`config.mk`:
```
export PLATFORM = sky130hd
export DESIGN_NAME = bin2bcd_seq
export DESIGN_NICKNAME = d
export VERILOG_FILES = /design/src/rtl/div_pkg.sv /design/src/rtl/bcd_digit_adj.sv /design/src/rtl/bin2bcd_seq.sv
export SDC_FILE = /design/constraint.sdc
export NUM_CORES = 1
export LEC_CHECK = 0
export BUFFER_PORTS_ARGS = -buffer_cell sky130_fd_sc_hd__buf_4
export CAP_MARGIN = 10
export CELL_PAD_IN_SITES_DETAIL_PLACEMENT = 1
export CELL_PAD_IN_SITES_GLOBAL_PLACEMENT = 2
export CORE_AREA = 2 2 75 63
export CTS_CLUSTER_SIZE = 16
export DETAILED_ROUTE_END_ITERATION = 8
export DIE_AREA = 0 0 77 65
export GPL_TIMING_DRIVEN = 0
export PLACE_DENSITY_LB_ADDON = 0.3
export SYNTH_ARGS = -nofsm -noshare
export SYNTH_HDL_FRONTEND = slang
export SYNTH_SLANG_ARGS = --single-unit
```
`constraint.sdc`:
```
create_clock -name clk -period 4.5 [get_ports clk]
set_clock_uncertainty 0.1 [all_clocks]
set_input_delay 0.225 -clock clk [delete_from_list [all_inputs] [get_ports clk]]
set_output_delay 0.225 -clock clk [all_outputs]
set_load 0.01 [all_outputs]
```
`src/rtl/div_pkg.sv`:
```
// rtl/div_pkg.sv - shared constants and FSM encoding for the divider/BCD display path
package div_pkg;

    localparam int DIV_WIDTH   = 8;
    localparam int BCD_DIGIT_W = 4;

    localparam logic [BCD_DIGIT_W-1:0] ADD3_THRESH = 4'd5;

    typedef enum logic [1:0] {
        IDLE    = 2'd0,
        CONVERT = 2'd1,
        DONE    = 2'd2
    } b2b_state_t;

endpackage

```
`src/rtl/bcd_digit_adj.sv`:
```
// rtl/bcd_digit_adj.sv - double-dabble digit correction: add 3 when the digit is 5 or more
module bcd_digit_adj
    import div_pkg::*;
(
    input  logic [BCD_DIGIT_W-1:0] digit_i,
    output logic [BCD_DIGIT_W-1:0] digit_o
);

    // Inputs never exceed 9 in a legal accumulator, so the result fits in 4 bits (max 12).
    assign digit_o = (digit_i >= ADD3_THRESH) ? digit_i + 4'd3 : digit_i;

endmodule

```
`src/rtl/bin2bcd_seq.sv`:
```
// rtl/bin2bcd_seq.sv - sequential binary-to-BCD converter, one bit per clock
module bin2bcd_seq
    import div_pkg::*;
#(
    parameter int WIDTH  = DIV_WIDTH,
    parameter int DIGITS = 3
) (
    input  logic                          clk,
    input  logic                          rst,
    input  logic                          in_valid,
    output logic                          in_ready,
    input  logic [WIDTH-1:0]              bin,
    output logic                          out_valid,
    input  logic                          out_ready,
    output logic [BCD_DIGIT_W*DIGITS-1:0] bcd,
    output logic                          overflow
);

    localparam int BCD_W = BCD_DIGIT_W * DIGITS;
    localparam int CNT_W = $clog2(WIDTH + 1);
    localparam logic [CNT_W-1:0] LAST_ITER = CNT_W'(WIDTH - 1);

    b2b_state_t        state_q, state_d;
    logic [CNT_W-1:0]  cnt_q, cnt_d;
    logic [WIDTH-1:0]  shift_q, shift_d;
    logic [BCD_W-1:0]  acc_q, acc_d;
    logic [BCD_W-1:0]  adj;
    logic              ovf_q, ovf_d;

    for (genvar g = 0; g < DIGITS; g++) begin : g_adj
        bcd_digit_adj u_adj (
            .digit_i (acc_q[g*BCD_DIGIT_W +: BCD_DIGIT_W]),
            .digit_o (adj[g*BCD_DIGIT_W +: BCD_DIGIT_W])
        );
    end

    always_comb begin
        state_d   = state_q;
        cnt_d     = cnt_q;
        shift_d   = shift_q;
        acc_d     = acc_q;
        ovf_d     = ovf_q;
        in_ready  = 1'b0;
        out_valid = 1'b0;
        case (state_q)
            IDLE: begin
                in_ready = 1'b1;
                if (in_valid) begin
                    shift_d = bin;
                    acc_d   = '0;
                    cnt_d   = '0;
                    ovf_d   = 1'b0;
                    state_d = CONVERT;
                end
            end
            CONVERT: begin
                // The bit leaving the top digit is a carry into 10^DIGITS; dropping it keeps the value modulo 10^DIGITS.
                {acc_d, shift_d} = {adj[BCD_W-2:0], shift_q, 1'b0};
                ovf_d            = ovf_q | adj[BCD_W-1];
                cnt_d            = cnt_q + CNT_W'(1);
                if (cnt_q == LAST_ITER) begin
                    state_d = DONE;
                end
            end
            DONE: begin
                out_valid = 1'b1;
                if (out_ready) begin
                    state_d = IDLE;
                end
            end
            default: state_d = IDLE;
        endcase
    end

    always_ff @(posedge clk) begin
        if (rst) begin
            state_q <= IDLE;
            cnt_q   <= '0;
            shift_q <= '0;
            acc_q   <= '0;
            ovf_q   <= 1'b0;
        end else begin
            state_q <= state_d;
            cnt_q   <= cnt_d;
            shift_q <= shift_d;
            acc_q   <= acc_d;
            ovf_q   <= ovf_d;
        end
    end

    assign bcd      = acc_q;
    assign overflow = ovf_q;

endmodule
```
==> impl_metrics.yaml, run 1 <==
pwr:
  cellInternalPower_mw: 0.332
  p_clk_share_pct: 32.0
  power_density_mw_per_mm2: 264
  p_sw_share_pct: 26.5
  p_switching_mw: 0.119
  pwr-share-seq_pct: 56.3
  p_leak_nw: 0.607
  p_comb_share_pct: 11.7
  power_mw: 0.451
  ir_worst_vdd_uv: 164
outcome:
  outcome: "completed"
logic_synthesis:
  synth_area_leaders: "dfxtp_1, ha_1, o21ai_0, nand3_1, inv_1"
  async_reset_ff_share_pct: 0
  synth_cell_type_count: 37
  yosysSeqAreaShare_pct: 38.4
  ys_warn_count: 0
  syn_nets: 185
  synthesis.area_mm2: 0.00141
  synthTopCellsByCount: "dfxtp_1, inv_1, o21ai_0, nand3_1, a21oi_1"
  yosysTopAreaCell: "dfxtp_1"
  ys.flop_type: "dfxtp_1"
  synth_edf_count: 0
  synth.most_common_cell: "dfxtp_1"
  synth_top_area_share_pct: 38.4
  syn_inst: 166
  synth-seq-cells: 27
  synth.avg_cell_area_um2: 8.47
setup_path:
  reg2reg_from: "bcd[8]$_SDFFE_PP0P_"
  arrival_ns: 1.82
  critPathMaxStageDelay_ns: 0.44
  worstPathCellList: "inv_1, ha_1, nor2b_1, or4_1, a31oi_1"
  cp-startpoint: "bcd[8]$_SDFFE_PP0P_"
  cp_data_required_time_ns: 4.60
  critPathTopFamily: "simple AND/OR/NAND/NOR gates"
  path_buf_inv: 1
  critPathLaunchType: "flip-flop"
  criticalPathCategory: "flip-flop to flip-flop"
  crit_slowest_cell: "dfxtp_1"
  path_max_fanout: 6
  endpoint_kind: "flip-flop"
sta:
  setup_viol_count_final: 0
  maxSlewHeadroom_pct: 62.2
  max_freq_ghz: 0.581
  slew_viol_final: 0
  worst_hold_slack_ns: 0.115
  period_share_pct: 38.3
  min_period_ns: 1.72
  hold_violations: 0
  rsz0062_at_grt: "no"
  worst_pin_slew_ns: 0.565
  finalSetupTns_ns: 0
floorplan:
  io_pins: 27
  floorplan.initialDensity_pct: 32.3
  die_w_um: 77
  rows: 22
  core_area_mm2: 0.00435
  die-area_mm2: 0.00501
  die_h_um: 65
clock_tree:
  cts_root_buffer: "clkbuf_8"
  clk_latency_ns: 0.28
  cts_resized: 0
  clk_pin_slew_ns: 0.09
  hold_buffers: 0
  cts_tree: "built"
  cts_made_buffers: 3
  post_cts_buffers: 0
  clock-sinks: 27
  h-tree-depth: 1
  clockBufferDepth: 2
routing:
  viasPerCell: 5.39
  post_drt_wl_per_cell_um: 15.9
  wl_mm: 4.03
  drtIter0Drc: 57
  ant_nets: 0
  vias: 1370
  drt_pass1_iterations: 4
  drcViolationCount: 0
layout:
  syn_to_final_growth_pct: 21.6
  instances_no_fill: 254
  post-route-util_pct: 39.3
  final_nets: 214
  diodes: 0
  layout-drive-gt1-share_pct: 19.1
global_route:
  grt_usage_pct: 17.4
  grt_pass1_wl_mm: 7.04
  grt.overflow.total: 0
  grt_antenna_before_repair: 0
  grt_pass1_vias: 1472
  grt_max_degree: 17
placed_design:
  hpwl_mm: 3.10
  io_buffers: 24
  place_inst: 250
  gp_congestion: 0.770
job:
  max_cap_viol_count: 0
worst_hold_path:
  min_from: "bin[0]"
  hold_path_class: "primary input to flip-flop"
## per-layer routing
layer  GRT usage, %  part of all wire [%]
met5              0                     0
met4           4.24                   1.2
met3           3.90                   3.5
met2           29.4                    47
met1           22.8                    49
## state kept, by name (all words and copies together), names as in the netlist
signal,count
cnt_q,4
shift_q,8
state_q,2
bcd,12
overflow,1
## power groups by stage
stage	sequential [mW]	clock [mW]	combinational, mW
after floorplan	0.257	0	0.0333
after global routing	0.256	0.160	0.0597
final	0.254	0.144	0.0528
after CTS	0.254	0.147	0.0531
after global placement	0.259	0	0.0505
after detailed placement	0.260	0	0.0527
## metrics by stage
| step | worst slack (ns) | cell area (um2) |
|---|---|---|
| global route | 2.65 | 1710 |
| floorplan | 2.93 | 1410 |
| detailed placement | 2.81 | 1660 |
| finish | 2.78 | 1710 |
| global placement | 2.85 | 1660 |
| CTS | 2.78 | 1710 |
## worst min-delay path, delay by kind of cell
family,cells,cell delay [ns]
buf+inv,1,0.08
compound gates,1,0.08
simple gates,1,0.07
## layout make-up
| class | count | area (um2) |
|---|---|---|
| Fill cell | 553 | 2640 |
| Multi-Input combinational cell | 114 | 766 |
| Sequential cell | 27 | 541 |
| Timing Repair Buffer | 24 | 180 |
| Tap cell | 60 | 75.1 |
| Inverter | 16 | 60.1 |
| Clock buffer | 3 | 41.3 |
| Buffer | 9 | 40.0 |
| Clock inverter | 1 | 7.51 |
## path summary, 6_finish.rpt
path / to / slack (ns) / depth (start not counted)
setup / recovery: overflow$_SDFFE_PP0P_ / 2.78 / 5
hold / removal: shift_q[0]$_SDFFE_PP0P_ / 0.12 / 3
setup reg to reg: overflow$_SDFFE_PP0P_ / 2.78 / 5
hold reg to reg: shift_q[0]$_SDFFE_PP0P_ / 0.40 / 2
## placed cells by master, fill, tap and decap left out, types with 5 or more instances in the layout
cell type  netlist  routed
dfxtp_1         27      27
a21oi_1         11      11
buf_2            5       5
o21ai_0         14      14
inv_1           16      16
o2111ai_1        6       6
o211ai_1         6       6
buf_4            0      24
nor2_1           9       9
ha_1             7       7
nand3_1         13      13
## kinds of logic (layout without fill, tap and decap cells)
| family | after synthesis | after routing | synth area share, % |
|---|---|---|---|
| xor+xnor | 2 | 2 | 1.25 |
| compound gates | 60 | 60 | 28.7 |
| buf+inv | 25 | 53 | 7.12 |
| fa+ha+maj | 7 | 7 | 6.23 |
| flops | 27 | 27 | 38.4 |
| simple gates | 45 | 45 | 18.2 |
Note: power is estimated with default switching activity, not from simulation.
==> run 2: changes to the inputs <==
Settings changed: CORE_AREA 2 2 75 63 to 2 2 78 65, DIE_AREA 0 0 77 65 to 0 0 80 67.
Clock period 4.5 ns to 1.6 ns, I/O delays scaled along.
==> run 2 against run 1 <==
  * Sequential share of layout area fell by 0.26 points
  * Final cell count rose by 0.79%
  * Sequential cell count did not move
  * Critical path type unchanged
  * Total power rose to 2.8 times the previous value
==> impl_metrics.yaml, run 2 (synthesis gave the netlist of run 1 again) <==
setup_path:
  reg2reg_from: "bcd[8]$_SDFFE_PP0P_"
  reg2reg_slack_ns: 0.07
  r2r_cells: 5
  endpoint_kind: "flip-flop"
  critPathTopFamily: "simple AND/OR/NAND/NOR gates"
  crit_slowest_cell: "dfxtp_4"
  worstSetupPathDepth: 5
  path_max_fanout: 6
  critPathLaunchType: "flip-flop"
  rr_endpoint: "overflow$_SDFFE_PP0P_"
  critPathMaxStageDelay_ns: 0.40
  arrival_ns: 1.63
  cp_data_required_time_ns: 1.70
  worstPathCellList: "inv_1, ha_2, nor2b_2, or4_1, a31oi_1"
  crit_path_end: "overflow$_SDFFE_PP0P_"
  cp-startpoint: "bcd[8]$_SDFFE_PP0P_"
  path_buf_inv: 1
  criticalPathCategory: "flip-flop to flip-flop"
pwr:
  power_density_mw_per_mm2: 716
  p_sw_share_pct: 25.4
  pwr-share-seq_pct: 56.6
  ir_worst_vdd_uv: 394
  power_mw: 1.26
  p_comb_share_pct: 12.3
  p_leak_nw: 0.627
  p_clk_share_pct: 31.1
  cellInternalPower_mw: 0.938
  p_switching_mw: 0.320
floorplan:
  io_pins: 27
  die_w_um: 80
  rows: 22
  core_area_mm2: 0.00451
  die_h_um: 67
  floorplan.initialDensity_pct: 31.2
  die-area_mm2: 0.00536
layout:
  diodes: 0
  largest_reg_flops: 12
  nFillCells: 557
  layout-drive-gt1-share_pct: 23.5
  syn_to_final_growth_pct: 24.9
  layout_commonest_cell: "buf_4"
  final_cell_mix: "buf_4, dfxtp_1, inv_1, o21ai_0, nand3_1"
  final_nets: 216
routing:
  drtIter0Drc: 51
  post_drt_wl_per_cell_um: 15.9
  vias: 1349
  drcViolationCount: 0
  drt_pass1_iterations: 3
  ant_nets: 0
  wl_mm: 4.06
  viasPerCell: 5.27
job:
  max_cap_viol_count: 0
sta:
  period_share_pct: 95.5
  hold_violations: 0
  min_period_ns: 1.53
  slew_viol_final: 0
  max_freq_ghz: 0.654
  worst_pin_slew_ns: 0.473
  setup_viol_count_final: 0
  rsz0062_at_grt: "no"
  maxSlewHeadroom_pct: 68.4
  finalSetupTns_ns: 0
placed_design:
  hpwl_mm: 3.08
  gp_congestion: 0.740
  io_buffers: 24
clock_tree:
  cts_tree: "built"
  cts_root_buffer: "clkbuf_8"
  clockBufferDepth: 2
  clk_latency_ns: 0.27
  clk_pin_slew_ns: 0.09
  clock-sinks: 27
  h-tree-depth: 1
  cts_made_buffers: 3
global_route:
  grt_max_degree: 15
  grt_antenna_before_repair: 0
  grt_pass1_vias: 1326
  grt_pass1_wl_mm: 6.67
  grt.overflow.total: 0
  grt_usage_pct: 16.3
worst_hold_path:
  hold_path_class: "primary input to flip-flop"
outcome:
  outcome: "completed"
[run 2: metal layers]
| layer | vias up | part of all wire (%) | track usage [%] |
|---|---|---|---|
| met5 | - | 0 | 0 |
| met4 | 0 | 0.47 | 3.60 |
| met3 | 2 | 3.1 | 3.79 |
| met2 | 18 | 46 | 27.7 |
| met1 | 659 | 50 | 21.0 |
| li1 | 670 | - | - |
[run 2: worst min-delay path by stage]
| stage | to | cells past startpoint | slack [ns] | start |
|---|---|---|---|---|
| floorplan | shift_q[0]$_SDFFE_PP0P_ | 2 | 0.15 | bin[0] |
| global placement | shift_q[0]$_SDFFE_PP0P_ | 3 | 0.23 | bin[0] |
| detailed placement | shift_q[0]$_SDFFE_PP0P_ | 3 | 0.25 | bin[0] |
| CTS | shift_q[4]$_SDFFE_PP0P_ | 3 | 0.01 | bin[4] |
| global route | shift_q[7]$_SDFFE_PP0P_ | 3 | 0.02 | bin[7] |
| finish | shift_q[6]$_SDFFE_PP0P_ | 3 | 0.02 | bin[6] |
[run 2: power by group through the flow]
stage / sequential (mW) / clock (mW) / combinational, mW
3_5_place_dp: 0.728 / 0 / 0.151
2_1_floorplan: 0.724 / 0 / 0.0937
3_3_place_gp: 0.727 / 0 / 0.143
4_1_cts: 0.712 / 0.408 / 0.154
5_1_grt: 0.717 / 0.445 / 0.173
6_report: 0.712 / 0.391 / 0.155
[run 2: cell type report]
class	count	area, um2	share of cell area, %
inverters	16	60.1	3.42
repair buffers	26	198	11.3
well taps	60	75.1	4.27
clock buffers	4	45.0	2.56
plain buffers	9	47.5	2.71
flip-flops and latches	27	551	31.3
multi-input cells	114	781	44.4
[run 2: through the flow]
stage	worst slack (ns)	area (um2)	hold slack, ns	instances	utilization, %
2_1_floorplan	0.0304	1410	0.146	166	-
3_3_place_gp	-0.0532	1660	0.234	250	36.8
3_5_place_dp	-0.100	1660	0.246	250	36.8
4_1_cts	0.0105	1730	0.00981	255	38.3
5_1_grt	0.0139	1760	0.0164	256	38.9
6_report	0.0720	1760	0.0154	256	38.9
[run 2: repair_timing]
action | CTS | global route
cloned | 0 | 0
buffers inserted | 0 | 1
endpoints found under the setup margin | 10 | 12
pin swaps | 0 | 1
hold endpoints to repair | 1 | 0
resized for setup | 5 | 10
hold buffers | 1 | 0
[run 2: worst reg2reg max path, stage by stage (launching register included)]
cell and delay, ns:
dfxtp_4 0.40, inv_1 0.07, ha_2 0.19, nor2b_2 0.17
or4_1 0.40, a31oi_1 0.13
==> run 3: changes to the inputs <==
Settings changed: RECOVER_POWER set to 25.
==> run 3 against run 2 <==
  * Routed wire length stayed put
  * First-iteration DRC count is 2.0% higher
  * Fmax hardly changed
  * Clock power hardly changed
  * Sequential share of layout area is 0.41 points higher
  * Hold slack hardly changed
  * Final cell count stayed put
  * Total power hardly changed
  * Global-route usage stayed put
  * Critical endpoint unchanged
  * Largest cell class unchanged
==> impl_metrics.yaml, run 3 (synthesis gave the netlist of run 1 again) <==
setup_path:
  arrival_ns: 1.63
  path_buf_inv: 1
  reg2reg_from: "bcd[8]$_SDFFE_PP0P_"
  critPathMaxStageDelay_ns: 0.40
  worstPathCellList: "inv_1, ha_2, nor2b_2, or4_1, a31oi_1"
  critPathTopFamily: "simple AND/OR/NAND/NOR gates"
  path_max_fanout: 6
  critPathLaunchType: "flip-flop"
  crit_slowest_cell: "dfxtp_4"
  r2r_cells: 5
  criticalPathCategory: "flip-flop to flip-flop"
  endpoint_kind: "flip-flop"
  cp_data_required_time_ns: 1.70
  rr_endpoint: "overflow$_SDFFE_PP0P_"
  reg2reg_slack_ns: 0.07
sta:
  fin_ws_ns: 0.0720
  period_share_pct: 95.5
  hold_violations: 0
  maxSlewHeadroom_pct: 68.4
  rsz0062_at_grt: "no"
  max_freq_ghz: 0.654
  setup_viol_count_final: 0
  min_period_ns: 1.53
  worst_pin_slew_ns: 0.473
  slew_viol_final: 0
clock_tree:
  h-tree-depth: 1
  clk_pin_slew_ns: 0.09
  clock-sinks: 27
  cts_root_buffer: "clkbuf_8"
  clk_latency_ns: 0.27
  cts_made_buffers: 3
  clockBufferDepth: 2
  cts_tree: "built"
pwr:
  ir_worst_vdd_uv: 394
  p_leak_nw: 0.601
  power_density_mw_per_mm2: 725
  power_mw: 1.26
routing:
  drt_pass1_iterations: 3
  drcViolationCount: 0
  drtIter0Drc: 52
  route.met3.wl_um: 117
  viasPerCell: 5.27
  top_layer_used: "met4"
  wl_mm: 4.06
  ant_nets: 0
  wl_met1_mm: 2.04
  wl_met2_mm: 1.88
  post_drt_wl_per_cell_um: 15.9
  vias: 1348
global_route:
  grt_antenna_before_repair: 0
  grt_pass1_wl_mm: 6.67
  grt_usage_pct: 16.3
  grt.overflow.total: 0
  grt_max_degree: 15
  grt_pass1_vias: 1326
outcome:
  outcome: "completed"
layout:
  final_nets: 216
  diodes: 0
  nFillCells: 561
  post-route-util_pct: 38.4
  largest_reg_flops: 12
  instances_no_fill: 256
  layout-drive-gt1-share_pct: 20.4
  syn_to_final_growth_pct: 23.3
  seq_area_um2: 551
  multi_input_area_um2: 781
  final_cell_mix: "buf_4, dfxtp_1, inv_1, o21ai_0, nand3_1"
floorplan:
  rows: 22
  die-area_mm2: 0.00536
  io_pins: 27
  die_h_um: 67
  core_area_mm2: 0.00451
  floorplan.initialDensity_pct: 31.2
  die_w_um: 80
worst_hold_path:
  hold_path_class: "primary input to flip-flop"
  holdPathEnd: "shift_q[6]$_SDFFE_PP0P_"
  min_path_cells: 3
  min_from: "bin[6]"
placed_design:
  place_inst: 250
  hpwl_mm: 3.08
  place_ws_ns: -0.100
  gp_congestion: 0.740
  io_buffers: 24
job:
  max_cap_viol_count: 0
[run 3: area by class of cell]
type / instances / area share [%]
multi-input cells: 114 / 45.0
flip-flops and latches: 27 / 31.7
repair buffers: 26 / 10.1
well taps: 60 / 4.33
inverters: 16 / 3.46
plain buffers: 9 / 2.74
clock buffers: 4 / 2.60
[run 3: worst max-delay path by stage]
stage / startpoint / end / slack (ns) / cells past startpoint
2_1_floorplan: bcd[8]$_SDFFE_PP0P_ / overflow$_SDFFE_PP0P_ / 0.03 / 5
6_report: bcd[8]$_SDFFE_PP0P_ / overflow$_SDFFE_PP0P_ / 0.07 / 5
3_3_place_gp: bcd[8]$_SDFFE_PP0P_ / overflow$_SDFFE_PP0P_ / -0.05 / 5
3_5_place_dp: state_q[1]$_SDFFE_PP0P_ / bcd[10]$_SDFFE_PP0P_ / -0.10 / 5
5_1_grt: bcd[8]$_SDFFE_PP0P_ / overflow$_SDFFE_PP0P_ / 0.01 / 5
4_1_cts: bcd[8]$_SDFFE_PP0P_ / overflow$_SDFFE_PP0P_ / 0.01 / 5
[run 3: timing repair]
| item | in CTS | in global routing |
|---|---|---|
| pin swaps | 0 | 1 |
| gates resized for setup | 5 | 10 |
| setup buffers | 0 | 1 |
| hold buffers | 1 | 0 |
| setup endpoints to repair | 10 | 12 |
| endpoints found under the hold margin | 1 | 0 |
[run 3: per-stage QoR]
step	TNS, ns	area (um2)	hold WS [ns]
after floorplan	0	1410	0.146
after global placement	-0.0532	1660	0.234
after detailed placement	-0.694	1660	0.246
after CTS	0	1730	0.00981
after global routing	0	1730	0.0164
final	0	1730	0.0154
[run 3: power by group]
group	switching, mW	leakage (nW)	internal, mW
combinational	0.0890	0.355	0.0654
sequential	0.0182	0.223	0.694
clock	0.212	0.0228	0.179
[run 3: tightest hold or removal path, cell delays in order]
cell and delay [ns]:
buf_4 0.08, o22ai_1 0.06, a21oi_1 0.13
[run 3: per-layer routing]
| layer | global-route usage [%] | up-vias |
|---|---|---|
| met5 | 0 | - |
| met4 | 3.60 | 0 |
| met3 | 3.79 | 2 |
| met2 | 27.7 | 18 |
| met1 | 21.0 | 658 |
| li1 | - | 670 |
